## config.mk

```make
export PLATFORM = sky130hd
export DESIGN_NAME = dmem_ctrl
export DESIGN_NICKNAME = d
export VERILOG_FILES = /design/src/rtl/dmem_ctrl.sv
export SDC_FILE = /design/constraint.sdc
export NUM_CORES = 1
export LEC_CHECK = 0
export CAP_MARGIN = 10
export CORE_UTILIZATION = 40
export CTS_CLUSTER_SIZE = 25
export DETAILED_ROUTE_END_ITERATION = 10
export PLACE_DENSITY = 0.76
export SETUP_SLACK_MARGIN = 0.2
export SYNTH_ARGS = -nofsm -noshare
export SYNTH_HDL_FRONTEND = slang
export SYNTH_SLANG_ARGS = --single-unit
export TNS_END_PERCENT = 50
```

## constraint.sdc

```tcl
create_clock -name clk -period 2 [get_ports clk]
set_clock_uncertainty 0.2 [all_clocks]
set_input_delay 0.3 -clock clk [delete_from_list [all_inputs] [get_ports clk]]
set_output_delay 0.3 -clock clk [all_outputs]
set_load 0.02 [all_outputs]
```

## src/rtl/dmem_ctrl.sv

```systemverilog
// Data-memory controller: bridges a valid/ready load/store port onto a
// single-port synchronous SRAM with address range checking and optional response delay.

package dmem_ctrl_pkg;
    localparam int unsigned RISCV_ADDR_WIDTH = 32;
    localparam int unsigned RISCV_WORD_WIDTH = 32;
    localparam int unsigned LANES            = 4;
    localparam int unsigned CNT_W            = 4;

    typedef enum logic [2:0] {
        IDLE,
        ACCESS,
        CAPTURE,
        WAIT,
        RESP
    } dmem_state_t;
endpackage

module dmem_ctrl
    import dmem_ctrl_pkg::*;
#(
    parameter int unsigned WAIT_CYCLES = 0,
    parameter logic [RISCV_ADDR_WIDTH-1:0] BASE_ADDR = 32'h0001_0000,
    parameter int unsigned DEPTH_WORDS = 1024
) (
    input  logic                          clk,
    input  logic                          rst_n,
    input  logic                          dmem_valid_i,
    output logic                          dmem_ready_o,
    input  logic [RISCV_ADDR_WIDTH-1:0]   dmem_addr_i,
    input  logic [RISCV_WORD_WIDTH-1:0]   dmem_wdata_i,
    input  logic [LANES-1:0]              dmem_we_i,
    output logic [RISCV_WORD_WIDTH-1:0]   dmem_rdata_o,
    output logic                          dmem_err_o,
    output logic                          sram_cs_o,
    output logic [LANES-1:0]              sram_we_o,
    output logic [$clog2(DEPTH_WORDS)-1:0] sram_addr_o,
    output logic [RISCV_WORD_WIDTH-1:0]   sram_wdata_o,
    input  logic [RISCV_WORD_WIDTH-1:0]   sram_rdata_i
);

    localparam int unsigned IDX_W = $clog2(DEPTH_WORDS);
    // One extra bit so BASE_ADDR + size cannot wrap around the address space.
    localparam logic [RISCV_ADDR_WIDTH:0] LIMIT =
        (RISCV_ADDR_WIDTH+1)'(BASE_ADDR) + (RISCV_ADDR_WIDTH+1)'(DEPTH_WORDS) * (RISCV_ADDR_WIDTH+1)'(4);
    localparam logic [CNT_W-1:0] WAIT_LOAD = CNT_W'((WAIT_CYCLES > 0) ? WAIT_CYCLES - 1 : 0);

    dmem_state_t                 state_q, state_d;
    logic [CNT_W-1:0]            cnt_q, cnt_d;
    logic [RISCV_WORD_WIDTH-1:0] rdata_q, rdata_d;
    logic                        err_q, err_d;
    logic [LANES-1:0]            req_we_q, req_we_d;

    logic                        ready_d;
    logic                        resp_err_d;
    logic [RISCV_WORD_WIDTH-1:0] resp_rdata_d;
    logic                        cs_d;
    logic [LANES-1:0]            swe_d;
    logic [IDX_W-1:0]            saddr_d;
    logic [RISCV_WORD_WIDTH-1:0] swdata_d;

    logic                        in_range;
    logic [IDX_W-1:0]            word_idx;
    logic                        is_read;

    assign in_range = (dmem_addr_i >= BASE_ADDR) &&
                      ((RISCV_ADDR_WIDTH+1)'(dmem_addr_i) < LIMIT);
    assign word_idx = IDX_W'((dmem_addr_i - BASE_ADDR) >> 2);
    assign is_read  = (req_we_q == '0);

    // State, request registers and registered outputs.
    always_ff @(posedge clk or negedge rst_n) begin
        if (!rst_n) begin
            state_q      <= IDLE;
            cnt_q        <= '0;
            rdata_q      <= '0;
            err_q        <= 1'b0;
            req_we_q     <= '0;
            dmem_ready_o <= 1'b0;
            dmem_err_o   <= 1'b0;
            dmem_rdata_o <= '0;
            sram_cs_o    <= 1'b0;
            sram_we_o    <= '0;
            sram_addr_o  <= '0;
            sram_wdata_o <= '0;
        end else begin
            state_q      <= state_d;
            cnt_q        <= cnt_d;
            rdata_q      <= rdata_d;
            err_q        <= err_d;
            req_we_q     <= req_we_d;
            dmem_ready_o <= ready_d;
            dmem_err_o   <= resp_err_d;
            dmem_rdata_o <= resp_rdata_d;
            sram_cs_o    <= cs_d;
            sram_we_o    <= swe_d;
            sram_addr_o  <= saddr_d;
            sram_wdata_o <= swdata_d;
        end
    end

    // Next state and next registered-output values; outputs are computed for
    // the state being entered so they line up with it after the edge.
    always_comb begin
        state_d      = state_q;
        cnt_d        = cnt_q;
        rdata_d      = rdata_q;
        err_d        = err_q;
        req_we_d     = req_we_q;
        ready_d      = 1'b0;
        resp_err_d   = 1'b0;
        resp_rdata_d = '0;
        cs_d         = 1'b0;
        swe_d        = '0;
        saddr_d      = sram_addr_o;
        swdata_d     = sram_wdata_o;

        unique case (state_q)
            IDLE: begin
                if (dmem_valid_i) begin
                    err_d    = !in_range;
                    req_we_d = dmem_we_i;
                    saddr_d  = word_idx;
                    swdata_d = dmem_wdata_i;
                    if (in_range) begin
                        state_d = ACCESS;
                        cs_d    = 1'b1;
                        swe_d   = dmem_we_i;
                    end else begin
                        state_d    = RESP;
                        ready_d    = 1'b1;
                        resp_err_d = 1'b1;
                    end
                end
            end
            ACCESS: begin
                state_d = CAPTURE;
            end
            CAPTURE: begin
                rdata_d = sram_rdata_i;
                if (WAIT_CYCLES > 0) begin
                    state_d = WAIT;
                    cnt_d   = WAIT_LOAD;
                end else begin
                    state_d      = RESP;
                    ready_d      = 1'b1;
                    resp_err_d   = err_q;
                    resp_rdata_d = is_read ? sram_rdata_i : '0;
                end
            end
            WAIT: begin
                if (cnt_q == '0) begin
                    state_d      = RESP;
                    ready_d      = 1'b1;
                    resp_err_d   = err_q;
                    resp_rdata_d = is_read ? rdata_q : '0;
                end else begin
                    cnt_d = cnt_q - CNT_W'(1);
                end
            end
            RESP: begin
                state_d = IDLE;
            end
            default: begin
                state_d = IDLE;
            end
        endcase
    end

endmodule

```

# After elaboration in Yosys (flattened, before gate mapping)
# Index checks and enable logic that the tools add are counted.
# classes
reduce_logical	8
mux	20
multipliers	0
bitwise	1
div	0
magnitude_cmp	2
add_sub_neg	2
n_shift	0
eq_ne	5
# op_table
operator	n
$mux 32	3
$pmux 32 s2	1
$ge 32x17->1 const B	1
$lt 32x17->1 const B	1
$mux 4	3
$pmux 3 s4	1
$sub 12x1->12 const B	1
$mux 3	3
$logic_not 4->1	2
$mux 1	7
$eq 3x2->1 const B	2
$pmux 1 s3	2
$reduce_and 2->1	3
$ne 2x2->1 const B	2
$sub 4x1->4 const B	1
$eq 3x1->1 const B	1
$logic_not 3->1	1
$logic_and 1x1->1	1
$logic_not 1->1	1
$not 1->1	1
# word_totals
mem_count	0
in_bits	103
out_inout_bits	81
mem_bits_rw	0
wordCells	50
mem_bits_ro	0
reg_bits	125
latch_bits	0

# Depth between registers and ports, before layout
# depth
ltp_word	5
mapped_depth	7
mapped_depth_nobuf	5

# Least setup slack after synthesis
# No wires, ideal clock.
# synth_path
path_kind	register -> register
from	reg cnt_q[0]
to	reg dmem_rdata_o[11]
setup_slack_ns	0.175
arrival_time_ns	1.547
stages_incl_launch_ff	8
t_required_ns	1.722
cell_sequence	dfrtp_1 > inv_1 > ha_1 > nor3b_1 > clkbuf_1 > buf_2 > nand3_1 > a21oi_1
# synth_between
elab_chain_len	3
# synth_lines
item	line_no	rtl
from (decl)	49	logic [CNT_W-1:0] cnt_q, cnt_d;
from (signal assigned)	88	cnt_q <= cnt_d;
$logic_not 4->1	152	if (cnt_q == '0) begin
$mux 32	152	
$pmux 32 s2	118	unique case (state_q)
named net resp_rdata_d[11]	56	logic [RISCV_WORD_WIDTH-1:0] resp_rdata_d;
to (signal assigned)	94	dmem_rdata_o <= resp_rdata_d;
to (decl)	33	output logic [RISCV_WORD_WIDTH-1:0] dmem_rdata_o,
# The timed path passes the listed nets, and every way through them passes these cells.
# A chain may end at the register's enable or synchronous reset.

# Worst setup path in the final report
# layout_path
from	in dmem_addr_i[20]
to	reg err_q
# layout_between
elab_chain_len	3
elab_cells_between_ends	4
cone_classes	order compare (2); reduce/logical (2)
# layout_lines
item	line_no	rtl
from (decl)	30	input logic [RISCV_ADDR_WIDTH-1:0] dmem_addr_i,
$ge 32x17->1 or $lt 32x17->1 (tied branches)	66, 67	
$logic_and 1x1->1 *	66	assign in_range = (dmem_addr_i >= BASE_ADDR) &&
$logic_not 1->1 *	121	err_d = !in_range;
to (signal assigned)	90	err_q <= err_d;
to (decl)	51	logic err_q, err_d;
# Every way passes the cells marked *; elsewhere a longest branch is shown, timed or not.

==> key figures <==
Setup path
  • Worst Reg-to-Reg Cells: 5
  • Setup slack, reg-to-reg: 0.27 ns
  • CP max stage cell: or4_1
  • Worst setup SP type: primary input
  • CP Max Fanout: 7
  • Req. time, crit path: 2.09 ns
  • Cell Chain, Critical Path: clkdlybuf4s50_1 -> or4_1 -> or2_1 -> o31a_1
  • CP Class: primary input to register
  • CP Buf/Inv Count: 1
  • Critical Path End Type: register
  • Reg2reg end: rdata_q[17]
  • Crit path from: dmem_addr_i[20]
  • Delay-heaviest family, CP: simple AND/OR/NAND/NOR gates
  • CP max stage delay: roughly 0.54 ns
  • Worst R2R Start: state_q[2]
  • Worst Setup EP: err_q
  • Worst path depth: 4
  • CP arrival: 1.93 ns

Global routing
  • GRT Total Usage: 22.2%
  • Largest net degree at the start of global routing: 38
  • Vias in the first global route: 4376
  • Congestion Overflow GR: 0
  • First-pass GRT wire length: 21400 um
  • Initial antenna violation count: 0

Floorplan
  • Die width: 112 um
  • Die height: 112 um
  • Row cnt: 39
  • Initial Utilization: 41.7%
  • Die ar.: 12500 um^2
  • # IOs: 184
  • Core area: 11600 um^2

Power
  • NetSw: 1.85 mW
  • Comb pwr share: 15.9%
  • Power density cells: 939 nW/um^2
  • Clock Power Share: roughly 44%
  • Leakage: ~3.9 nW
  • Peak supply drop: 612 uV
  • Part of the power in registers: ~40%
  • Net Sw Frac: 26.1%
  • Pint: 5.25 mW

Cells and area
  • Final nets: roughly 800
  • Seq. cell area: 3130 um^2
  • Finished Layout Cells: around 850
  • Syn-to-layout area delta: 57.0%
  • Core Util, Final: about two thirds
  • Layout cells sized above 1: 8.87%
  • ANT cells: 0
  • Multi-input logic area: 1560 um^2
  • Filler cell count: slightly above 900

Routing
  • Wire length per cell: 15.2 um
  • Vias per cell: 4.97
  • Routed WL: ~13000 um
  • Via count: 4237
  • Initial DRC count: 248
  • Drt first pass iters: 8
  • ANT nets after route: 0
  • # DRC: 14

Logic synthesis
  • Post-synth EDFFs: 0
  • Yosys Warn Count: 0
  • Register area share after synthesis: about two thirds
  • Most used flip-flop cell after synthesis: dfrtp_1
  • Synth unique cells: 34
  • Seq cells post-synth: 125
  • Synth area leaders: dfrtp_1, nand2_1, nand3_1
  • Most common cell in the netlist: nand2_1
  • Top cell type's share of synthesized area: between 60% and 70%
  • Post-synthesis cell count: approximately 500
  • Net Count, Synth: 609
  • Avg Cell Area, Syn: between 9 and 10 um^2
  • Synth area leader: dfrtp_1
  • Most frequent cells after synthesis: nand2_1, dfrtp_1, nand3_1
  • Ys async rst share: between 90% and 100%
  • Mapped cell area: slightly below 5000 um^2

Placed design
  • Placer Congestion: 0.810
  • Buffers on Ports: approximately 180
  • HPWL Detailed: between 9000 and 10000 um
  • Inst Count DP: 820

Timing
  • Minimum clock period: between 1.5 and 2 ns
  • RSZ-0062 raised after global routing: yes
  • Max Slew Vio Count: 0
  • Fmax: 544 MHz
  • Worst slew pin tran: roughly 0.48 ns
  • Slew HR: 67.3%
  • WHS: 0.138 ns
  • Hold Vio Cnt, Final: 0
  • Final Setup Violations: 0
  • Final Cycle Share: 91.9%

Clocking
  • Clock Latency Late Sink: 0.40 ns
  • Clock Path Buffers: 2
  • Total CTS buffers: 17
  • Clock transition at path regs: 0.06 ns
  • CTS root buf: clkbuf_16
  • Clock Sinks: about 130
  • Htree depth: 4
  • CTS tree: built

Job
  • Max-cap violations: 0

Run status
  • Failing checks: DRC
  • Status: finished, violations left

Worst hold path
  • Worst hold path type: primary input to async pin
-- kinds of logic after synthesis --
family / share of synthesized area (%)
adder cells (fa/ha/maj): 0.519
XOR/XNOR: 0.364
buffers and inverters: 3.25
multiplexers: 0.441
AO/OA/AOI/OAI: 4.78
flip-flops: 64.9
AND/OR/NAND/NOR: 25.7
-- worst min path at each step --
stage	startpoint	endpoint	slack, ns	depth (start not counted)
final	rst_n	dmem_rdata_o[10]	0.14	2
after global placement	rst_n	dmem_rdata_o[26]	0.01	1
after CTS	rst_n	rdata_q[19]	0.14	2
after floorplan	rst_n	cnt_q[0]	-0.20	0
after detailed placement	rst_n	dmem_rdata_o[26]	0.02	1
after global routing	rst_n	dmem_rdata_o[10]	0.15	2
-- layer usage --
metal | global-route usage (%) | vias to the layer above | wire length, um
met3 | 8.49 | 14 | 1260
met5 | 0 | - | 0
li1 | - | 2014 | -
met4 | 8.11 | 0 | 212
met2 | 36.1 | 200 | 6320
met1 | 26.7 | 2009 | 5140
-- final cells by class --
class | count | share of cell area (%)
flip-flops and latches | 125 | 41.3
repair buffers | 204 | 27.3
multi-input cells | 342 | 20.7
clock buffers | 18 | 5.81
well taps | 143 | 2.37
clock inverters | 14 | 2.22
inverters | 7 | 0.347
-- power by group through the flow --
stage,logic (mW),registers (mW),clock network (mW)
floorplan,0.235,3.12,0
detailed placement,1.23,2.90,0
CTS,1.16,2.86,3.19
global route,1.23,2.88,3.31
global placement,1.20,2.89,0
finish,1.13,2.85,3.12
-- registers in the layout (all words and copies together), names as in the netlist, 3 cells and up --
register and count:
sram_we_o 4, sram_addr_o 10, state_q 3, cnt_q 4, req_we_q 4, sram_wdata_o 32
dmem_rdata_o 32, rdata_q 32
-- layout by cell type, fill, tap and decap left out, types with 4 or more instances in the layout --
master	instances
dfrtp_1	125
nand2_1	228
buf_4	20
a21oi_1	32
o21ai_0	6
inv_1	7
clkdlybuf4s50_1	116
nand3_1	37
clkbuf_16	17
nor4_1	8
clkinv_2	4
dlymetal6s2s_1	32
dlygate4sd2_1	32
-- what timing repair did --
| item | 4_1_cts | 5_1_grt |
|---|---|---|
| endpoints found under the setup margin | 135 | 65 |
| setup buffers | 0 | 0 |
| resized for setup | 35 | 32 |
| hold endpoints to repair | 125 | 0 |
| hold buffers | 1 | 0 |
| pin swaps | 0 | 0 |
-- metrics by stage --
stage | worst slack (ns) | TNS (ns) | power, mW | cell area [um^2]
after floorplan | 0.211 | 0 | 3.36 | 4820
after global placement | -0.318 | -12.57 | 4.09 | 6900
after detailed placement | -0.308 | -13.85 | 4.13 | 6900
after CTS | 0.116 | 0 | 7.20 | 7480
after global routing | 0.126 | 0 | 7.41 | 7560
final | 0.161 | 0 | 7.10 | 7560
Note: power is estimated with default switching activity, not from simulation.
